==> src/rtl/fwrisc_regfile_sb.sv <==
// fwrisc_regfile_sb - parametrised register file with busy scoreboard for the
// pipelined fwrisc cores.
//
// After reset a clear sequencer walks every register and writes zero, so
// the array needs no initialisation file. 'ready' rises when the sweep is
// done. Until then, writes, claims and flushes are ignored, and the read
// data and busy outputs stay at zero.
//
// Ports:
//   clock              single clock, rising edge
//   reset              asynchronous, active-low reset
//   ready              high once the clear sequence has completed
//   ra_raddr/rb_raddr  read addresses, sampled every edge
//   ra_rdata/rb_rdata  registered read data, one cycle after the address
//   ra_busy/rb_busy    busy flag of the registered read address
//   rd_waddr/rd_wdata/rd_wen   write port
//   claim_en/claim_addr        mark a register busy (pending producer)
//   flush              clear every busy flag
module fwrisc_regfile_sb #(
  parameter int XLEN     = 32,
  parameter int NREGS    = 64,
  parameter int ZERO_REG = 1,
  parameter int BYPASS   = 1,
  localparam int AW      = $clog2(NREGS)
) (
  input  logic            clock,
  input  logic            reset,
  output logic            ready,
  input  logic [AW-1:0]   ra_raddr,
  output logic [XLEN-1:0] ra_rdata,
  output logic            ra_busy,
  input  logic [AW-1:0]   rb_raddr,
  output logic [XLEN-1:0] rb_rdata,
  output logic            rb_busy,
  input  logic [AW-1:0]   rd_waddr,
  input  logic [XLEN-1:0] rd_wdata,
  input  logic            rd_wen,
  input  logic            claim_en,
  input  logic [AW-1:0]   claim_addr,
  input  logic            flush
);

  typedef enum logic {S_CLEAR = 1'b0, S_RUN = 1'b1} state_t;

  localparam logic [AW-1:0] LAST = AW'(NREGS - 1);

  state_t          r_state;
  state_t          w_state_nxt;
  logic [AW-1:0]   r_clr_cnt;
  logic [XLEN-1:0] r_regs [NREGS];
  logic [NREGS-1:0] r_busy;
  logic [NREGS-1:0] w_busy_nxt;
  logic [AW-1:0]   r_ra_addr;
  logic [AW-1:0]   r_rb_addr;
  logic [XLEN-1:0] r_ra_data;
  logic [XLEN-1:0] r_rb_data;
  logic [XLEN-1:0] w_ra_nxt;
  logic [XLEN-1:0] w_rb_nxt;
  logic            w_run;
  logic            w_wen;
  logic            w_claim;

  assign w_run   = (r_state == S_RUN);
  // Writes and claims to the hard-wired zero register are dropped here, so
  // everything downstream can treat these strobes as final.
  assign w_wen   = w_run && rd_wen && !(ZERO_REG != 0 && rd_waddr == '0);
  assign w_claim = w_run && claim_en && !(ZERO_REG != 0 && claim_addr == '0);

  // FSM next state: CLEAR sweeps once, then RUN until the next reset.
  always_comb begin
    w_state_nxt = r_state;
    case (r_state)
      S_CLEAR: if (r_clr_cnt == LAST) w_state_nxt = S_RUN;
      S_RUN:   w_state_nxt = S_RUN;
      default: w_state_nxt = S_CLEAR;
    endcase
  end

  // Scoreboard update. Order matters: write-clear, then claim-set (a new
  // producer supersedes the one just retiring), then flush over everything.
  always_comb begin
    w_busy_nxt = r_busy;
    if (w_run) begin
      if (rd_wen)  w_busy_nxt[rd_waddr]   = 1'b0;
      if (w_claim) w_busy_nxt[claim_addr] = 1'b1;
      if (flush)   w_busy_nxt             = '0;
    end
  end

  // Read mux per port, evaluated on the address being sampled this edge.
  // Without bypass the array still holds the pre-write value, which is
  // exactly the required old-data behaviour.
  always_comb begin
    w_ra_nxt = r_regs[ra_raddr];
    if (ZERO_REG != 0 && ra_raddr == '0)
      w_ra_nxt = '0;
    else if (BYPASS != 0 && w_wen && rd_waddr == ra_raddr)
      w_ra_nxt = rd_wdata;
  end

  always_comb begin
    w_rb_nxt = r_regs[rb_raddr];
    if (ZERO_REG != 0 && rb_raddr == '0)
      w_rb_nxt = '0;
    else if (BYPASS != 0 && w_wen && rd_waddr == rb_raddr)
      w_rb_nxt = rd_wdata;
  end

  always_ff @(posedge clock or negedge reset) begin
    if (!reset) begin
      r_state   <= S_CLEAR;
      r_clr_cnt <= '0;
      r_busy    <= '0;
      r_ra_addr <= '0;
      r_rb_addr <= '0;
      r_ra_data <= '0;
      r_rb_data <= '0;
    end else begin
      r_state   <= w_state_nxt;
      if (!w_run) r_clr_cnt <= r_clr_cnt + 1'b1;
      r_busy    <= w_busy_nxt;
      r_ra_addr <= ra_raddr;
      r_rb_addr <= rb_raddr;
      r_ra_data <= w_run ? w_ra_nxt : '0;
      r_rb_data <= w_run ? w_rb_nxt : '0;
    end
  end

  // Array storage has no reset; the clear sweep initialises it instead.
  always_ff @(posedge clock) begin
    if (!w_run)
      r_regs[r_clr_cnt] <= '0;
    else if (w_wen)
      r_regs[rd_waddr] <= rd_wdata;
  end

  assign ready    = w_run;
  assign ra_rdata = r_ra_data;
  assign rb_rdata = r_rb_data;
  // Busy flags look at the live vector so a claim made at the sampling edge
  // is visible in the same cycle as the read data.
  assign ra_busy  = w_run && !(ZERO_REG != 0 && r_ra_addr == '0) && r_busy[r_ra_addr];
  assign rb_busy  = w_run && !(ZERO_REG != 0 && r_rb_addr == '0) && r_busy[r_rb_addr];

endmodule
==> config.mk <==
export PLATFORM = sky130hd
export DESIGN_NAME = fwrisc_regfile_sb
export DESIGN_NICKNAME = d
export VERILOG_FILES = /design/src/rtl/fwrisc_regfile_sb.sv
export SDC_FILE = /design/constraint.sdc
export NUM_CORES = 2
export LEC_CHECK = 0
export BUFFER_PORTS_ARGS = -buffer_cell sky130_fd_sc_hd__clkbuf_2
export CAP_MARGIN = 0
export CORE_MARGIN = 2
export CORE_UTILIZATION = 45
export DETAILED_ROUTE_END_ITERATION = 7
export PLACE_DENSITY = 0.66
export SYNTH_ARGS = -nofsm -noshare
export SYNTH_HDL_FRONTEND = slang
export SYNTH_SLANG_ARGS = --single-unit
==> constraint.sdc <==
create_clock -name clock -period 5.4 [get_ports clock]
set_input_delay 1.08 -clock clock [delete_from_list [all_inputs] [get_ports clock]]
set_output_delay 1.08 -clock clock [all_outputs]
set_load 0.005 [all_outputs]
==> flow_summary_export.csv <==
group,metric,value,unit
outcome,status,"finished, final reports clean",
timing,min_period_over_period,90.84,%
clock_network,clk_latency,900,ps
setup_path,critPathMaxFanout,16,
global_route,overflow,0,
route,drt-pass1-iter-count,6,
route,routed_wl,351200,um
timing,fin_ws,494.5,ps
yosys,synth_flop_cell,"edfxtp_1",
yosys,yosys_warnings,0,
flow_run,cap_violations,0,
layout,syn_to_final_growth,13.83,%
setup_path,r2r_slack,1690,ps
setup_path,worstSetupPathType,"flop to output port",
timing,relSlewSlack,11.91,%
clock_network,cts_resized,0,
timing,timing.fmax,203.9,MHz
route,drt_iter0_drc,10770,
timing,finalSetupViolCount,0,
clock_network,post_cts.repair.setup_buffers,0,
floorplanning,die_w,477.6,um
place,port_buffers,127,
layout,drive_gt1_share,34.00,%
timing,hold_viol,0,
floorplanning,coreArea,0.2225,mm2
pwr,seqPwrFrac,51.1,%
place,place.gp.congestion,0.9329,
yosys,synth-async-reset-ratio,6.655,%
global_route,grt_max_degree,118,
yosys,avgSynthCellArea,19.06,um2
clock_network,cts_tree,"built",
timing,worst_pin_slew,1321,ps
timing,setup_tns,0,ps
floorplanning,die_height,477.6,um
yosys,yosysSeqAreaShare,64.55,%
yosys,synth_area,0.1009,mm2
pwr,internal_power,0.02785,W
route,wire_per_inst,40.08,um
setup_path,required,4320,ps
route,drc_errors,0,
yosys,synth_edf_count,2048,
clock_network,htree_num_levels,4,
layout,mostFrequentLayoutCells,"edfxtp_1, mux4_2, buf_4",
place,dp_hpwl,220500,um
setup_path,worstPathArrival,3830,ps
floorplanning,start_util,45.36,%
timing,final_max_slew_viol_count,0,
clock_network,cts.sinks,2194,
floorplanning,io_pins,128,
pwr,peakVddDrop,393.6,uV
route,num_vias,62510,
layout,final_common_cell,"edfxtp_1",
clock_network,postCtsHoldBufs,0,
route,final_antenna_net_count,0,
clock_network,clkSlewWorstSetupHoldPaths,60,ps
yosys,syn_inst,5295,
yosys,syn_nets,5357,
setup_path,critPathLaunchType,"flop",
global_route,antenna_found_initial,16,
clock_network,cts-root-buf,"clkbuf_16",
timing,rsz0062_at_grt,"false",
pwr,clkPwrFrac,43.3,%
setup_path,worstSetupEndpointType,"output port",
clock_network,cts_buffers,217,
floorplanning,die_area,0.2281,mm2
pwr,pwr-share-comb,5.6,%
global_route,first_global_vias,61050,
clock_network,clockBufferDepth,3,
pwr,power.leakage,31.40,nW
place,place_ws,646.1,ps
layout,fin_nets,5647,
pwr,power_density,312.1,mW/mm2
pwr,swShare,22.32,%
floorplanning,core.rowCount,173,
hold_path,hold_class,"input pin to async pin",
yosys,ys_types,63,
route,drt-vias-per-instance,7.134,
global_route,grt_pass1_wl,484700,um
timing,clock_skew,37.33,ps
timing,layout_min_cycle_time,4905,ps
pwr,p_sw,0.008005,W
global_route,grt_usage,30.50,%
yosys,synth-seq-cells,2194,
## routing by layer
layer | vias to the layer above | wire, um | track usage (%)
met4 | 12 | 21090 | 15.89
met1 | 33070 | 122800 | 40.15
met3 | 906 | 49860 | 10.43
met5 | - | 72 | 0
li1 | 23410 | - | -
met2 | 5109 | 157300 | 45.02
## flip-flops by register name, indices dropped and copies added, names as in the netlist
signal,flops
r_clr_cnt,6
r_busy,63
ready,1
rb_rdata,32
r_regs,2048
r_rb_addr,6
r_ra_addr,6
ra_rdata,32
## power by group through the flow
| stage | clock network, W | registers, W | logic [W] |
|---|---|---|---|
| final | 0.0155 | 0.0183 | 0.00200 |
| after global placement | 0 | 0.0187 | 0.00195 |
| after detailed placement | 0 | 0.0187 | 0.00195 |
| after CTS | 0.0156 | 0.0183 | 0.00195 |
| after floorplan | 0 | 0.0187 | 0.00114 |
| after global routing | 0.0162 | 0.0183 | 0.00204 |
## synthesized netlist by cell type, types with 3 or more instances
| master | n | area (um2) |
|---|---|---|
| xor2_1 | 5 | 43.79 |
| o2bb2ai_1 | 5 | 43.79 |
| a2111oi_0 | 13 | 113.9 |
| a21o_1 | 5 | 37.54 |
| a2111oi_1 | 3 | 30.03 |
| mux2i_1 | 261 | 2613 |
| a211oi_1 | 7 | 52.55 |
| a21oi_1 | 187 | 935.9 |
| o31ai_1 | 13 | 97.59 |
| xnor2_1 | 12 | 105.1 |
| clkbuf_1 | 220 | 825.8 |
| o21ai_0 | 117 | 585.6 |
| o22ai_1 | 48 | 300.3 |
| and3_1 | 8 | 50.05 |
| o22a_1 | 6 | 52.55 |
| nand2b_1 | 18 | 112.6 |
| a221oi_1 | 50 | 437.9 |
| mux2_2 | 11 | 123.9 |
| buf_2 | 118 | 590.6 |
| a2111oi_2 | 3 | 45.04 |
| a31oi_1 | 4 | 25.02 |
| inv_1 | 10 | 37.54 |
| o21a_1 | 3 | 22.52 |
| nand2_1 | 128 | 480.5 |
| or3_1 | 7 | 43.79 |
| nand4_1 | 7 | 43.79 |
| nor2_1 | 120 | 450.4 |
| dfrtp_1 | 146 | 3654 |
| nor4_1 | 19 | 118.9 |
| a22o_1 | 50 | 437.9 |
| o21ai_1 | 64 | 320.3 |
| buf_6 | 26 | 292.8 |
| nand3b_1 | 4 | 30.03 |
| edfxtp_1 | 2048 | 61500 |
| nor3_1 | 44 | 220.2 |
| nor2b_1 | 16 | 100.1 |
| buf_1 | 32 | 120.1 |
| and2_1 | 36 | 225.2 |
| or2_2 | 7 | 43.79 |
| mux4_2 | 1000 | 22520 |
| a22oi_1 | 300 | 2252 |
| buf_4 | 35 | 262.8 |
| o211ai_1 | 8 | 60.06 |
| a41oi_1 | 6 | 52.55 |
| nand3_1 | 40 | 200.2 |
## final timing paths
kind	from	to	cells after the start
worst max register to register	ready	r_regs[34][29]	7
worst max-delay path	r_rb_addr[0]	rb_busy	5
max in group asynchronous	reset	r_busy[36]	2
worst min-delay path	reset	ra_rdata[9]	1
min in group clock	rd_wdata[7]	ra_rdata[7]	3
worst min register to register	r_clr_cnt[2]	r_clr_cnt[2]	1
## stage by stage
step | total power, W | area (um2) | std cells | hold slack, ps | utilization [%]
after detailed placement | 0.02064 | 107600 | 8340 | 486.0 | 48.35
after floorplan | 0.01981 | 100900 | 5295 | 458.4 | -
final | 0.03586 | 114900 | 8762 | 141.1 | 51.63
after global routing | 0.03661 | 114900 | 8754 | 131.5 | 51.62
after global placement | 0.02064 | 107600 | 8339 | 486.2 | 48.34
after CTS | 0.03587 | 114900 | 8748 | 99.58 | 51.61
## final cells by class
class                      count  area [um2]
fill                       17650      107600
timing repair buffer         502        4373
clock inverter               132        1418
sequential                  2194       65150
inverter                      12       45.04
antenna                       13       32.53
tap                         2975        3722
multi-input combinational   2658       34300
clock buffer                 276        5847
## kinds of logic after synthesis
group / synth area share (%)
flops: 64.55
mux: 25.05
compound gates: 5.923
simple gates: 2.203
buf+inv: 2.117
xor+xnor: 0.1475
fa+ha+maj: 0.01239
## worst max-delay path: stages (launching register included)
cell and delay (ps):
dfrtp_1 1050, mux4_2 610, mux4_2 510, mux4_2 500, and2_1 170, clkbuf_2 100
No activity file was read; power rests on OpenSTA's default activity.
